$ cat src/rtl/imem_loader_if.sv
// rtl/imem_loader_if.sv - byte-stream input and IMEM write bus of the instruction-memory loader
interface imem_loader_if #(
    parameter int ADDR_W = 10
);
    logic              in_valid;
    logic [7:0]        in_data;
    logic              in_ready;
    logic              imem_we;
    logic [ADDR_W-1:0] imem_addr;
    logic [31:0]       imem_wdata;

    // Loader side: consumes the byte stream, drives the IMEM write port
    modport master (
        input  in_valid,
        input  in_data,
        output in_ready,
        output imem_we,
        output imem_addr,
        output imem_wdata
    );

    // Source/memory side: offers bytes, observes the IMEM writes
    modport slave (
        output in_valid,
        output in_data,
        input  in_ready,
        input  imem_we,
        input  imem_addr,
        input  imem_wdata
    );
endinterface

$ cat src/rtl/imem_loader.sv
// rtl/imem_loader.sv - assembles big-endian words from a byte stream into IMEM; optional checksum via IMEM_LOADER_CHECKSUM_EN
module imem_loader #(
    parameter int ADDR_W = 10,
    parameter int DEPTH  = 1024
) (
    input  logic              clk,
    input  logic              rst_n,
    input  logic              start,
    imem_loader_if.master     bus,
    output logic              cpu_run,
    output logic              busy,
    output logic              err,
    output logic [ADDR_W:0]   words_loaded
);

    typedef enum logic [2:0] {
        S_IDLE,
        S_LOAD,
        S_WRITE,
`ifdef IMEM_LOADER_CHECKSUM_EN
        S_CHECK,
`endif
        S_DONE,
        S_FAIL
    } state_t;

    localparam logic [31:0]       HALT_WORD = 32'hFFFF_FFFF;
    localparam logic [ADDR_W-1:0] LAST_ADDR = ADDR_W'(DEPTH - 1);

    state_t            state_q, state_d;
    logic [31:0]       word_sr_q, word_sr_d;
    logic [1:0]        byte_cnt_q, byte_cnt_d;
    logic [ADDR_W-1:0] addr_q, addr_d;
    logic              err_q, err_d;
    logic [ADDR_W:0]   words_q, words_d;
    // Last written address/data, so the bus holds steady between strobes
    logic [ADDR_W-1:0] wr_addr_q, wr_addr_d;
    logic [31:0]       wr_data_q, wr_data_d;
    logic              do_start;
`ifdef IMEM_LOADER_CHECKSUM_EN
    logic [7:0]        sum_q, sum_d;
`endif

    // State and datapath registers
    always_ff @(posedge clk or negedge rst_n) begin
        if (!rst_n) begin
            state_q    <= S_IDLE;
            word_sr_q  <= '0;
            byte_cnt_q <= '0;
            addr_q     <= '0;
            err_q      <= 1'b0;
            words_q    <= '0;
            wr_addr_q  <= '0;
            wr_data_q  <= '0;
`ifdef IMEM_LOADER_CHECKSUM_EN
            sum_q      <= '0;
`endif
        end else begin
            state_q    <= state_d;
            word_sr_q  <= word_sr_d;
            byte_cnt_q <= byte_cnt_d;
            addr_q     <= addr_d;
            err_q      <= err_d;
            words_q    <= words_d;
            wr_addr_q  <= wr_addr_d;
            wr_data_q  <= wr_data_d;
`ifdef IMEM_LOADER_CHECKSUM_EN
            sum_q      <= sum_d;
`endif
        end
    end

    // Next-state logic and bus outputs
    always_comb begin
        state_d        = state_q;
        word_sr_d      = word_sr_q;
        byte_cnt_d     = byte_cnt_q;
        addr_d         = addr_q;
        err_d          = err_q;
        words_d        = words_q;
        wr_addr_d      = wr_addr_q;
        wr_data_d      = wr_data_q;
`ifdef IMEM_LOADER_CHECKSUM_EN
        sum_d          = sum_q;
`endif
        do_start       = 1'b0;
        bus.in_ready   = 1'b0;
        bus.imem_we    = 1'b0;
        bus.imem_addr  = wr_addr_q;
        bus.imem_wdata = wr_data_q;

        case (state_q)
            S_IDLE, S_DONE, S_FAIL: begin
                do_start = start;
            end
            S_LOAD: begin
                bus.in_ready = 1'b1;
                if (bus.in_valid) begin
                    word_sr_d  = {word_sr_q[23:0], bus.in_data};
                    byte_cnt_d = byte_cnt_q + 2'd1;
`ifdef IMEM_LOADER_CHECKSUM_EN
                    sum_d      = sum_q + bus.in_data;
`endif
                    if (byte_cnt_q == 2'd3) begin
                        state_d = S_WRITE;
                    end
                end
            end
            S_WRITE: begin
                bus.imem_we    = 1'b1;
                bus.imem_addr  = addr_q;
                bus.imem_wdata = word_sr_q;
                wr_addr_d      = addr_q;
                wr_data_d      = word_sr_q;
                words_d        = words_q + 1'b1;
                if (word_sr_q == HALT_WORD) begin
`ifdef IMEM_LOADER_CHECKSUM_EN
                    state_d = S_CHECK;
`else
                    state_d = S_DONE;
`endif
                end else if (addr_q == LAST_ADDR) begin
                    // Capacity exhausted without a halt word
                    err_d   = 1'b1;
                    state_d = S_FAIL;
                end else begin
                    addr_d  = addr_q + 1'b1;
                    state_d = S_LOAD;
                end
            end
`ifdef IMEM_LOADER_CHECKSUM_EN
            S_CHECK: begin
                bus.in_ready = 1'b1;
                if (bus.in_valid) begin
                    // Two's complement of the running sum makes the total wrap to zero
                    if (bus.in_data == (~sum_q + 8'd1)) begin
                        state_d = S_DONE;
                    end else begin
                        err_d   = 1'b1;
                        state_d = S_FAIL;
                    end
                end
            end
`endif
            default: begin
                state_d = S_IDLE;
            end
        endcase

        // A start from a resting state begins a fresh load at address 0
        if (do_start) begin
            state_d    = S_LOAD;
            addr_d     = '0;
            byte_cnt_d = '0;
            err_d      = 1'b0;
            words_d    = '0;
`ifdef IMEM_LOADER_CHECKSUM_EN
            sum_d      = '0;
`endif
        end
    end

    // Status outputs decoded from registered state
    always_comb begin
        cpu_run      = (state_q == S_DONE);
        busy         = (state_q == S_LOAD) || (state_q == S_WRITE)
`ifdef IMEM_LOADER_CHECKSUM_EN
                       || (state_q == S_CHECK)
`endif
                       ;
        err          = err_q;
        words_loaded = words_q;
    end

endmodule

$ cat src/flat_wrapper.sv
// flat-port wrapper written by rule: the top's interface ports become plain ports
module imem_loader_flat 
#(
    parameter int ADDR_W = 10,
    parameter int DEPTH  = 1024
)
  (clk, rst_n, start, cpu_run, busy, err, words_loaded, bus_in_valid, bus_in_data, bus_in_ready, bus_imem_we, bus_imem_addr, bus_imem_wdata);
  imem_loader_if #(.ADDR_W(ADDR_W)) bus_i ();
  input  logic clk;
  input  logic rst_n;
  input  logic start;
  output logic cpu_run;
  output logic busy;
  output logic err;
  output logic [ADDR_W:0] words_loaded;
  input wire logic [$bits(bus_i.in_valid)-1:0] bus_in_valid;
  input wire logic [$bits(bus_i.in_data)-1:0] bus_in_data;
  output wire logic [$bits(bus_i.in_ready)-1:0] bus_in_ready;
  output wire logic [$bits(bus_i.imem_we)-1:0] bus_imem_we;
  output wire logic [$bits(bus_i.imem_addr)-1:0] bus_imem_addr;
  output wire logic [$bits(bus_i.imem_wdata)-1:0] bus_imem_wdata;
  assign bus_i.in_valid = bus_in_valid;
  assign bus_i.in_data = bus_in_data;
  assign bus_in_ready = bus_i.in_ready;
  assign bus_imem_we = bus_i.imem_we;
  assign bus_imem_addr = bus_i.imem_addr;
  assign bus_imem_wdata = bus_i.imem_wdata;
  imem_loader #(.ADDR_W(ADDR_W), .DEPTH(DEPTH)) u_core (.clk(clk), .rst_n(rst_n), .start(start), .bus(bus_i), .cpu_run(cpu_run), .busy(busy), .err(err), .words_loaded(words_loaded));
endmodule
$ cat config.mk
export PLATFORM = sky130hd
export DESIGN_NAME = imem_loader_flat
export DESIGN_NICKNAME = d
export VERILOG_FILES = /design/src/rtl/imem_loader_if.sv /design/src/rtl/imem_loader.sv /design/src/flat_wrapper.sv
export SDC_FILE = /design/constraint.sdc
export NUM_CORES = 1
export LEC_CHECK = 0
export ABC_AREA = 1
export BUFFER_PORTS_ARGS = -buffer_cell sky130_fd_sc_hd__buf_2
export CORE_ASPECT_RATIO = 1.4
export CORE_MARGIN = 1
export CORE_UTILIZATION = 25
export CTS_CLUSTER_DIAMETER = 150
export DETAILED_ROUTE_END_ITERATION = 16
export GPL_ROUTABILITY_DRIVEN = 0
export PLACE_DENSITY_LB_ADDON = 0.15
export SLEW_MARGIN = 0
export SYNTH_ARGS = -nofsm -noshare
export SYNTH_HDL_FRONTEND = slang
export SYNTH_SLANG_ARGS = --single-unit
$ cat constraint.sdc
create_clock -name clk -period 2.1 [get_ports clk]
set_input_delay 0.42 -clock clk [delete_from_list [all_inputs] [get_ports clk]]
set_output_delay 0.42 -clock clk [all_outputs]
set_load 0.01 [all_outputs]
# After elaboration in Yosys (flattened, before gate mapping)
# Index checks and enable logic that the tools add are counted.
op_classes:
  addsub: 3
  eq_ne: 12
  n_mux: 24
  n_reduce_logical: 12
ops:
  columns: ["operator", "count"]
  rows:
  - ["10-bit two-way mux", 5]
  - ["32-bit == test (second input constant)", 1]
  - ["32-bit two-way mux", 1]
  - ["11-bit two-way mux", 2]
  - ["3-bit two-way mux", 5]
  - ["11-bit by 1-bit adder with 11-bit output (second input constant)", 1]
  - ["10-bit by 1-bit adder with 10-bit output (second input constant)", 1]
  - ["10-bit == test (second input constant)", 1]
  - ["3-bit case mux with 3 select lines", 1]
  - ["3-bit AND reduction", 3]
  - ["2-bit nonzero test", 4]
  - ["1-bit two-way mux", 7]
  - ["3-bit by 2-bit == test with 1-bit output (second input constant)", 2]
  - ["2-bit two-way mux", 3]
  - ["2-bit by 1-bit != test with 1-bit output (second input constant)", 3]
  - ["2-bit AND reduction", 2]
  - ["3-bit by 1-bit == test with 1-bit output (second input constant)", 1]
  - ["3-bit == test (second input constant)", 1]
  - ["3-bit logical NOT", 1]
  - ["3-bit by 1-bit != test with 1-bit output (second input constant)", 1]
  - ["3-bit by 2-bit != test with 1-bit output (second input constant)", 1]
  - ["3-bit OR reduction", 1]
  - ["2-bit by 1-bit adder with 2-bit output (second input constant)", 1]
  - ["2-bit == test (second input constant)", 1]
  - ["1-bit logical OR", 1]
totals:
  register_bits: 101
  input_bits: 12
  word_cells: 59

# Depth between registers and ports, before layout
# Gate-level depths: netlist (run 1).
logic_depth:
  word_depth: 5
  mapped_depth: 9
  mapped_depth_nobuf: 9

# Worst setup path after synthesis (run 1)
# OpenSTA, ideal clock, no wires.
synth_path:
  path_type: "reg2out"
  from: "register u_core.state_q[2]"
  to: "output bus_imem_addr[9]"
  t_arrival_ps: 1364
  t_required_ps: 1680
  slack_ps: 316
  stages_incl_launch_ff: 5
  n_path_buf: 1
  path_cell_list: "dfrtp_1 nor3_4 inv_2 clkbuf_1 o21ai_0"
synth_via:
  elab_chain_len: 2
synth_lines:
  columns: ["element", "line", "text"]
  rows:
  - ["start, declared", "imem_loader.sv:30", "state_t state_q, state_d;"]
  - ["start signal, assigned", "imem_loader.sv:59", "state_q <= state_d;"]
  - ["3-bit by 2-bit == test with 1-bit output", "imem_loader.sv:92", "case (state_q)"]
  - ["10-bit two-way mux", null, null]
  - ["end, declared", "flat_wrapper.sv:20", "output wire logic [$bits(bus_i.imem_addr)-1:0] bus_imem_addr;"]
# No other way between the ends.

# Final worst setup path (run 1)
layout_path:
  from: "register u_core.state_q[0]"
  to: "output bus_imem_wdata[25]"
layout_via:
  elab_chain_len: 2
layout_lines:
  columns: ["element", "line", "text"]
  rows:
  - ["3-bit by 2-bit == test with 1-bit output", "imem_loader.sv:92", null]
  - ["32-bit two-way mux", null, null]
  - ["end, declared", "flat_wrapper.sv:21", "output wire logic [$bits(bus_i.imem_wdata)-1:0] bus_imem_wdata;"]
# No other way between the ends.

==> impl_results.md, run 1 <==
- Crit-path max FO: 12
- Seq cells post-synth: roughly 100
- Hold Slack: around 0.12 ns
- R2R setup slack: 0.24 ns
- Post-Syn Area: 4360 sq um
- DR vias/cell: about 4.3
- Detail-routed net length per standard cell: 13.5 microns
- Final nets: 611
- Max Root-Sink Buffers: 2
- Largest net degree at the start of global routing: about 100
- Core region area: between 15000 and 20000 sq um
- WL met1: between 4000 and 5000 microns
- R2R Path End: u_core.state_q[1]
- Top routing layer used: met4
- H-tree depth: 3
- # port buffers: 69
- Critical Path RT: 1.68 ns
- CTS tree: built
- Max Fclk: about 470 MHz
- Crit path largest cell delay: 0.45 ns
- Filler cells: 1807
- DR iter-0 viols: a little under 200
- Worst hold path class: in2async
- Delay-heaviest family, CP: buffers and inverters
- Cell variety after synth: 21
- VDD IR max: 483 uV
- Final setup viols: 9
- Tot Pwr: 0.00708 W
- Worst R2R Start: u_core.state_q[2]
- Critical Path Slowest Stage Cell: dfrtp_2
- RSZ-0062 raised after global routing: yes
- Met2 routed WL: ~5700 microns
- Avg Inst Size Synth: between 8 and 9 sq um
- Sequential share of the synthesized area: 0.580
- Initial core utilization: 0.258
- CTS Buf Count: 9
- Dpl hpwl: between 7000 and 8000 microns
- Status: complete, but fails checks
- CTS root buf: clkbuf_16
- Drt pass-1 iters: 5
- Leakage Power: around 2.8 nW
- Hold Buf Count CTS: 0
- Critical path type: reg2out
- # diodes: 0
- Worst Tran Pin Value: between 0.5 and 0.6 ns
- IO Count: 70
- Power density cells: approximately 1300 nW/um^2
- Clk sinks: approximately 100
- Worst-path clk slew: about 0.070 ns
- Clk_lat worst skew: 0.35 ns
- CP arrival: 1.71 ns
- Skew final: roughly 0.011 ns
- Layout cells sized above 1: 0.203
- Worst path bufs/invs: 4
- Max-cap violation count: 0
- Initial antenna violation count: 0
- Hold Vio Cnt, Final: 0
- First-pass GRT wire length: around 19000 microns
- CP cell instances: nor3_4 -> inv_4 -> buf_12 -> buf_6 -> nand2_2 -> nand2_1 -> buf_2
- Final setup margin: -0.0298 ns
- Net Count, Synth: about 540
- Antenna viol nets, final: 0
- Crit end category: output port
- Die ar.: between 15000 and 20000 sq um
- DR WL met3: roughly 380 microns
- DR vias: between 3000 and 4000
- Slew headroom: 0.625
- Final WL: ~11000 microns
- Residual DRC: 0
- Die Height: approximately 160 microns
- Gr usage total: 0.137
- Fin. max-slew vios: 0
- Row cnt: between 50 and 60
- Post-route minimum period: 2.13 ns
- FF-to-FF path depth: 8
- Remaining Overflow, GRT: 0
- Pre-CTS setup slack: roughly 0.18 ns
- Final period utilization: 1.01
- Fin util: 0.326
- Die Wd: between 100 and 150 microns
- Violated checks: setup timing
- Layout area overhead: 26.2%
- Startpoint Class: register
- YS warnings: 0
- Post-Syn Instances: 520
- Vias in the first global route: around 3700
- Setup_tns: -0.116 ns
Yosys cell counts:
master | number | area (sq um)
a21oi_1 | 10 | 50.1
buf_2 | 7 | 35.0
buf_4 | 1 | 7.51
clkbuf_1 | 12 | 45.0
dfrtp_1 | 101 | 2530
ha_1 | 3 | 37.5
inv_1 | 58 | 218
inv_2 | 2 | 7.51
nand2_1 | 173 | 649
nand2_2 | 1 | 6.26
nand3_1 | 22 | 110
nand3_2 | 1 | 10.0
nand3b_1 | 1 | 7.51
nand4_1 | 14 | 87.6
nor2_1 | 33 | 124
nor3_1 | 2 | 10.0
nor3_4 | 1 | 16.3
nor3b_1 | 1 | 7.51
o21ai_0 | 72 | 360
xnor2_1 | 1 | 8.76
xor2_1 | 4 | 35.0
logic make-up after synthesis:
logic type / after synthesis / share of synthesized area
buffers and inverters: 80 / 0.0717
DFF: 101 / 0.580
AOI/OAI and AO/OA: 82 / 0.0941
xor gates and xnor gates: 5 / 0.0100
adders and majority gates: 3 / 0.00861
and+or+nand+nor: 249 / 0.236
worst reg2reg max path: stages (launching register included):
cell	delay (ns)
dfrtp_1	0.41
buf_4	0.15
nor2_1	0.18
nand2_1	0.12
o21ai_0	0.14
nand2_1	0.30
buf_4	0.29
nand2_1	0.08
o21ai_0	0.07
layer usage:
metal / GRT usage / vias up
li1: - / 1808
met1: 0.165 / 1700
met2: 0.233 / 58
met3: 0.0301 / 12
met4: 0.0627 / 0
met5: 0 / -
worst max-delay path by stage:
stage / startpoint / end / slack (ns) / cells past startpoint
6_report: u_core.state_q[0] / bus_imem_wdata[25] / -0.03 / 7
5_1_grt: u_core.state_q[0] / bus_imem_addr[0] / -0.11 / 6
4_1_cts: u_core.state_q[2] / bus_imem_wdata[10] / -0.06 / 5
3_5_place_dp: u_core.state_q[1] / bus_imem_wdata[10] / 0.18 / 7
3_3_place_gp: u_core.state_q[1] / bus_imem_wdata[10] / 0.22 / 7
2_1_floorplan: u_core.state_q[2] / bus_imem_addr[9] / 0.32 / 4
layout make-up:
class	count	area, sq um	area share
Timing Repair Buffer	84	572	0.104
Tap cell	232	290	0.0528
Sequential cell	101	2530	0.460
Multi-Input combinational cell	339	1580	0.287
Clock buffer	12	246	0.0448
Inverter	60	228	0.0414
Timing Repair inverter	1	7.51	0.00136
Clock inverter	4	47.5	0.00864
power breakdown:
group          internal [W]  switching, W  total [W]  leakage [nW]
Combinational      0.000894       0.00150    0.00240          1.33
Clock              0.000954      0.000730    0.00168         0.143
Sequential          0.00262      0.000376    0.00300          1.33
state kept, by name (all words and copies together), names as in the netlist:
| signal | flops |
|---|---|
| u_core.state_q | 3 |
| u_core.words_loaded | 11 |
| u_core.byte_cnt_q | 2 |
| u_core.wr_addr_q | 10 |
| u_core.err | 1 |
| u_core.word_sr_q | 32 |
| u_core.wr_data_q | 32 |
| u_core.addr_q | 10 |
metrics by stage:
| step | instance area [sq um] | std cells |
|---|---|---|
| final | 5500 | 833 |
| after global routing | 5500 | 833 |
| after CTS | 5490 | 833 |
| after detailed placement | 5020 | 810 |
| after global placement | 5020 | 810 |
| after floorplan | 4360 | 520 |
cells in the final DEF (no fill, tap or decap):
cell,netlist,final
clkbuf_1,12,2
buf_2,7,68
bufinv_16,0,1
buf_12,0,5
nand2_1,173,172
clkinv_2,0,2
o21ai_0,72,43
o21ai_1,0,14
dfrtp_2,0,1
xnor2_1,1,1
nor3_4,1,1
nor2_1,33,32
nor3b_1,1,1
nand2_2,1,2
clkinvlp_4,0,2
inv_1,58,58
buf_16,0,1
o21ai_2,0,15
clkbuf_16,0,9
clkbuf_8,0,1
nor3_1,2,2
ha_1,3,3
nand3_2,1,1
nor2_2,0,1
dfrtp_1,101,100
nand4_1,14,14
inv_4,0,1
inv_2,2,1
a21oi_1,10,10
buf_6,0,1
buf_4,1,8
bufbuf_16,0,1
nand3b_1,1,1
nand3_1,22,22
xor2_1,4,4
timing repair:
item                                    in CTS  in global routing
setup buffers                                4                  0
resized for setup                           51                  5
gates cloned                                 3                  0
pin swaps                                    1                  1
endpoints found under the setup margin      41                 43
No activity file was read; power rests on OpenSTA's default activity.
==> inputs of run 2 (changes only) <==
--- a/config.mk
+++ b/config.mk
@@ -13,7 +13,7 @@
 export CTS_CLUSTER_DIAMETER = 150
 export DETAILED_ROUTE_END_ITERATION = 16
 export GPL_ROUTABILITY_DRIVEN = 0
-export PLACE_DENSITY_LB_ADDON = 0.15
+export PLACE_DENSITY_LB_ADDON = 0.05
 export SLEW_MARGIN = 0
 export SYNTH_ARGS = -nofsm -noshare
 export SYNTH_HDL_FRONTEND = slang
==> impl_results.md, run 2 (synthesis results as in run 1) <==
- Status: complete, but fails checks
- Violated checks: setup timing
- Row cnt: 56 (unchanged)
- Crit-path max FO: 17 (+5)
- DR vias/cell: 4.33 (+0.83%)
- Residual DRC: 0 (unchanged)
- # diodes: 0 (unchanged)
- Startpoint Class: register
- Final setup margin: -0.0276 ns (+0.00225 ns)
- Max Fclk: 470 MHz (+0.11%)
- Hold Slack: 0.0555 ns (-0.0657 ns)
- First-pass GRT wire length: 19300 microns (+3.3%)
- Worst-path clk slew: 0.07 ns (about the same)
- CTS root buf: clkbuf_16
- Delay-heaviest family, CP: buffers and inverters
- Die Height: 158 microns (unchanged)
- Max Root-Sink Buffers: 2 (unchanged)
- Worst hold path class: in2async
- Placed Cells: 814 (+0.49%)
- Layout area overhead: 24.7%
- VDD IR max: 464 uV (-4.0%)
- Largest net degree at the start of global routing: 49 (-52%)
- Final setup viols: 12 (+3)
- Worst Tran Pin Value: 0.585 ns (+0.0216 ns)
- DR vias: 3599 (+0.59%)
- Critical Path RT: 1.68 ns (about the same)
- Gr usage total: 0.141 (+0.00430)
- Die ar.: 18000 sq um (unchanged)
- Setup_tns: -0.149 ns (-0.0328 ns)
- CP cell instances: nor3_4 -> inv_2 -> buf_12 -> buf_8 -> nand2_1 -> o21ai_1 -> buf_2
- Vias in the first global route: 3771 (+2.8%)
- DR iter-0 viols: 149 (-25%)
- Antenna viol nets, final: 0 (unchanged)
- Layout cells sized above 1: 0.215 (+0.0124)
- Crit path largest cell delay: 0.43 ns (-0.02 ns)
- Placed inst area: 5030 sq um (+0.35%)
- Detail-routed net length per standard cell: 13.8 microns (+2.0%)
- Footprint of the multi-input gates: 1610 sq um (+2.1%)
- IO Count: 70 (unchanged)
- Fin. max-slew vios: 0 (unchanged)
- Most frequent cells in the layout: 170 x nand2_1, 101 x dfrtp_1, 67 x buf_2, 57 x inv_1, 43 x o21ai_0
- RSZ-0062 raised after global routing: yes
- Filler cells: 1845 (+2.1%)
- Worst path bufs/invs: 4 (unchanged)
- Hold Vio Cnt, Final: 0 (unchanged)
- Clk sinks: 101 (unchanged)
- Worst R2R Start: u_core.addr_q[0]
- Pre-CTS setup slack: 0.238 ns (+0.0592 ns)
- Critical path type: reg2out
- FF-to-FF path depth: 8 (unchanged)
- Initial core utilization: 0.258 (unchanged)
- Initial antenna violation count: 0 (unchanged)
- Register Area: 2530 sq um (about the same)
- # port buffers: 69 (unchanged)
- Remaining Overflow, GRT: 0 (unchanged)
- Max-cap violation count: 0 (unchanged)
- Final period utilization: 1.01 (-0.00107)
- H-tree depth: 3 (unchanged)
- Drt pass-1 iters: 4 (-1)
- Clk_lat worst skew: 0.35 ns (about the same)
- Final WL: 11500 microns (+1.7%)
- CTS tree: built
- Die Wd: 114 microns (unchanged)
- Crit end category: output port
- R2R setup slack: 0.33 ns (+0.09 ns)
- Most common cell after layout, fill and taps aside: nand2_1
- Dpl hpwl: 8250 microns (+6.5%)
- Slew headroom: 0.610 (-0.0144)
- Skew final: 0.00509 ns (-0.00554 ns)
- CTS Buf Count: 9 (unchanged)
- Post-route minimum period: 2.13 ns (-0.00225 ns)
- Critical Path Slowest Stage Cell: dfrtp_1
- Final nets: 609 (-0.33%)
- Core region area: 16900 sq um (unchanged)
- Post-route cell area: 5440 sq um (-1.1%)
- Power density cells: 1270 nW/um^2 (-1.1%)
- Non-filler cells, final: 831 (-0.24%)
- R2R Path End: u_core.addr_q[9]
- Leakage Power: 2.77 nW (-0.90%)
- CP arrival: 1.71 ns (about the same)
==> run 2: worst max path at each step <==
| stage | slack [ns] | to | startpoint | cells after the start |
|---|---|---|---|---|
| 3_5_place_dp | 0.24 | bus_imem_wdata[28] | u_core.state_q[2] | 5 |
| 4_1_cts | -0.06 | bus_imem_addr[3] | u_core.state_q[1] | 8 |
| 6_report | -0.03 | bus_imem_addr[3] | u_core.state_q[2] | 7 |
| 3_3_place_gp | 0.26 | bus_imem_wdata[28] | u_core.state_q[2] | 5 |
| 5_1_grt | -0.11 | bus_imem_addr[0] | u_core.state_q[2] | 5 |
| 2_1_floorplan | 0.32 | bus_imem_addr[9] | u_core.state_q[2] | 4 |
==> run 2: final cells by class <==
class	count	area share
multi-input combinational	339	0.297
timing repair buffer	83	0.0941
tap	232	0.0534
clock inverter	4	0.00437
sequential	101	0.465
inverter	60	0.0414
clock buffer	12	0.0453
==> run 2: metal layers <==
metal | GRT usage | share of wire | wire, microns | vias up
met4 | 0.0602 | 0.018 | 207 | 0
met3 | 0.0278 | 0.030 | 342 | 14
met2 | 0.243 | 0.51 | 5900 | 49
met5 | 0 | 0 | 0 | -
li1 | - | - | - | 1792
met1 | 0.172 | 0.44 | 5030 | 1744
==> run 2: metrics by stage <==
| step | power [W] | utilization |
|---|---|---|
| 6_report | 0.00693 | 0.322 |
| 5_1_grt | 0.00755 | 0.322 |
| 4_1_cts | 0.00691 | 0.316 |
| 3_5_place_dp | 0.00523 | 0.298 |
| 3_3_place_gp | 0.00521 | 0.298 |
| 2_1_floorplan | 0.00426 | - |
==> run 2: where the power goes <==
part	switching [W]	internal, W	leakage [nW]
Combinational	0.00150	0.000854	1.31
Sequential	0.000379	0.00262	1.33
Clock	0.000739	0.000834	0.136
Total	0.00262	0.00431	2.77
==> run 2: repair_timing <==
action | CTS | global route
resized for setup | 26 | 38
hold buffers | 0 | 0
buffers inserted | 1 | 0
setup endpoints to repair | 28 | 42
pin swaps | 1 | 1
hold endpoints to repair | 0 | 0
==> inputs of run 3 (changes only) <==
--- a/config.mk
+++ b/config.mk
@@ -14,6 +14,7 @@
 export DETAILED_ROUTE_END_ITERATION = 16
 export GPL_ROUTABILITY_DRIVEN = 0
 export PLACE_DENSITY_LB_ADDON = 0.05
+export RECOVER_POWER = 50
 export SLEW_MARGIN = 0
 export SYNTH_ARGS = -nofsm -noshare
 export SYNTH_HDL_FRONTEND = slang
==> impl_results.md, run 3 (synthesis results as in run 1) <==
- Status: complete, but fails checks
- Violated checks: setup timing
- DR vias: 3590 (-0.25%)
- Largest net degree at the start of global routing: 49 (unchanged)
- Logic pwr share: 0.339 (about the same)
- Post-route cell area: 5410 sq um (-0.48%)
- CTS tree: built
- Max-cap violation count: 0 (unchanged)
- Antenna viol nets, final: 0 (unchanged)
- Skew final: 0.00533 ns (+0.000230 ns)
- Layout cells sized above 1: 0.214 (-0.00167)
- Startpoint Class: register
- Worst Tran Pin Value: 1.10 ns (+0.516 ns)
- Power share of the sequential group: 0.434 (about the same)
- Detail-routed net length per standard cell: 13.8 microns (-0.10%)
- # diodes: 0 (unchanged)
- Critical Path RT: 1.68 ns (about the same)
- Post-route minimum period: 2.13 ns (-0.000950 ns)
- Filler cells: 1850 (+0.27%)
- Initial core utilization: 0.258 (unchanged)
- Crit path largest cell delay: 0.43 ns (about the same)
- Sw Share: 0.378 (about the same)
- Setup_tns: -0.139 ns (+0.0101 ns)
- H-tree depth: 3 (unchanged)
- CP cell instances: nor3_4 -> inv_2 -> buf_12 -> buf_8 -> nand2_1 -> o21ai_1 -> buf_2
- Initial antenna violation count: 0 (unchanged)
- Most common cell after layout, fill and taps aside: nand2_1
- Internal power: 0.00430 W (-0.15%)
- Placed inst area: 5030 sq um (unchanged)
- Tot Pwr: 0.00692 W (-0.12%)
- IO Count: 70 (unchanged)
- Hold Vio Cnt, Final: 0 (unchanged)
- Worst-path clk slew: 0.07 ns (about the same)
- Max Root-Sink Buffers: 2 (unchanged)
- Residual DRC: 0 (unchanged)
- First-pass GRT wire length: 19300 microns (unchanged)
- Final period utilization: 1.01 (about the same)
- Die Height: 158 microns (unchanged)
- Fin util: 0.321 (-0.00156)
- CP arrival: 1.71 ns (about the same)
- Final setup margin: -0.0266 ns (+0.000950 ns)
- Die Wd: 114 microns (unchanged)
- Gr usage total: 0.141 (unchanged)
- Remaining Overflow, GRT: 0 (unchanged)
- Fin. max-slew vios: 0 (unchanged)
- DR iter-0 viols: 154 (+3.4%)
- DR vias/cell: 4.32 (-0.25%)
- Row cnt: 56 (unchanged)
- VDD IR max: 464 uV (about the same)
- Critical Path Slowest Stage Cell: dfrtp_1
- Pre-CTS setup slack: 0.238 ns (unchanged)
- Worst path bufs/invs: 4 (unchanged)
- RSZ-0062 raised after global routing: yes
- CTS root buf: clkbuf_16
- Layout area overhead: 24.1%
- Die ar.: 18000 sq um (unchanged)
- Clk_lat worst skew: 0.35 ns (about the same)
- Vias in the first global route: 3771 (unchanged)
- Sw power: 0.00262 W (about the same)
- Slew headroom: 0.266 (-0.344)
- CTS Buf Count: 9 (unchanged)
- Worst hold path class: in2async
- Critical path type: reg2out
- Final WL: 11500 microns (-0.10%)
- Crit-path max FO: 17 (unchanged)
- Drt pass-1 iters: 4 (unchanged)
- Power density cells: 1280 nW/um^2 (+0.37%)
- # port buffers: 69 (unchanged)
- Dpl hpwl: 8250 microns (unchanged)
- Most frequent cells in the layout: 170 x nand2_1, 101 x dfrtp_1, 67 x buf_2, 57 x inv_1, 44 x o21ai_0
- Max Fclk: 470 MHz (about the same)
- Core region area: 16900 sq um (unchanged)
- Final setup viols: 13 (+1)
- Delay-heaviest family, CP: buffers and inverters
- Crit end category: output port
- Clock power frac: 0.227 (about the same)
- Clk sinks: 101 (unchanged)
- Leakage Power: 2.76 nW (-0.38%)
- Final nets: 609 (unchanged)
==> run 3: cell count changes in the layout (fill, tap and decap cells not counted), sizes merged <==
cell and change:
buf -5, clkbuf +5
==> run 3: final cells by class <==
type / count / area (sq um) / share of cell area
sequential: 101 / 2530 / 0.467
timing repair buffer: 83 / 485 / 0.0897
tap: 232 / 290 / 0.0536
multi-input combinational: 339 / 1610 / 0.298
inverter: 60 / 225 / 0.0416
clock buffer: 12 / 246 / 0.0455
clock inverter: 4 / 23.8 / 0.00439
==> run 3: stage by stage <==
step | std cells | hold WS [ns]
3_5_place_dp | 814 | 0.452
3_3_place_gp | 814 | 0.455
5_1_grt | 831 | 0.292
2_1_floorplan | 520 | 0.124
6_report | 831 | 0.254
4_1_cts | 831 | 0.0770
==> run 3: worst paths after layout <==
path                                startpoint                     end  slack [ns]  cells past startpoint
hold / removal                           rst_n     u_core.wr_data_q[7]        0.25                      1
setup / recovery             u_core.state_q[2]        bus_imem_addr[3]       -0.03                      7
hold reg to reg            u_core.wr_data_q[1]     u_core.wr_data_q[1]        0.47                      2
min in group clk                bus_in_data[7]     u_core.word_sr_q[7]        0.28                      3
max in group asynchronous                rst_n  u_core.words_loaded[9]        0.52                      2
setup reg to reg              u_core.addr_q[0]        u_core.addr_q[9]        0.32                      8
==> run 3: power by group through the flow <==
stage          sequential, W  clock (W)  combinational, W
2_1_floorplan        0.00292          0           0.00134
3_3_place_gp         0.00303          0           0.00218
3_5_place_dp         0.00303          0           0.00220
4_1_cts              0.00300    0.00165           0.00226
5_1_grt              0.00308    0.00173           0.00273
6_report             0.00300    0.00157           0.00235
==> run 3: what timing repair did <==
| item | in CTS | in global routing |
|---|---|---|
| pin swaps | 1 | 1 |
| gates resized for setup | 26 | 38 |
| endpoints found under the setup margin | 28 | 42 |
| setup buffers | 1 | 0 |
| endpoints found under the hold margin | 0 | 0 |
| hold buffers | 0 | 0 |
==> run 3: routing by layer <==
metal | wire length, microns | track usage
met2 | 5890 | 0.243
met1 | 5040 | 0.172
met4 | 207 | 0.0602
met3 | 326 | 0.0278
met5 | 0 | 0
==> run 3: worst register-to-register path, cell delays in order (launching register included) <==
cell and delay, ns:
dfrtp_1 0.44, ha_1 0.25, nand3_1 0.17, inv_1 0.10, nand4_1 0.10, buf_4 0.16, nand3_2 0.23, nand3_1 0.16
nand2_1 0.06
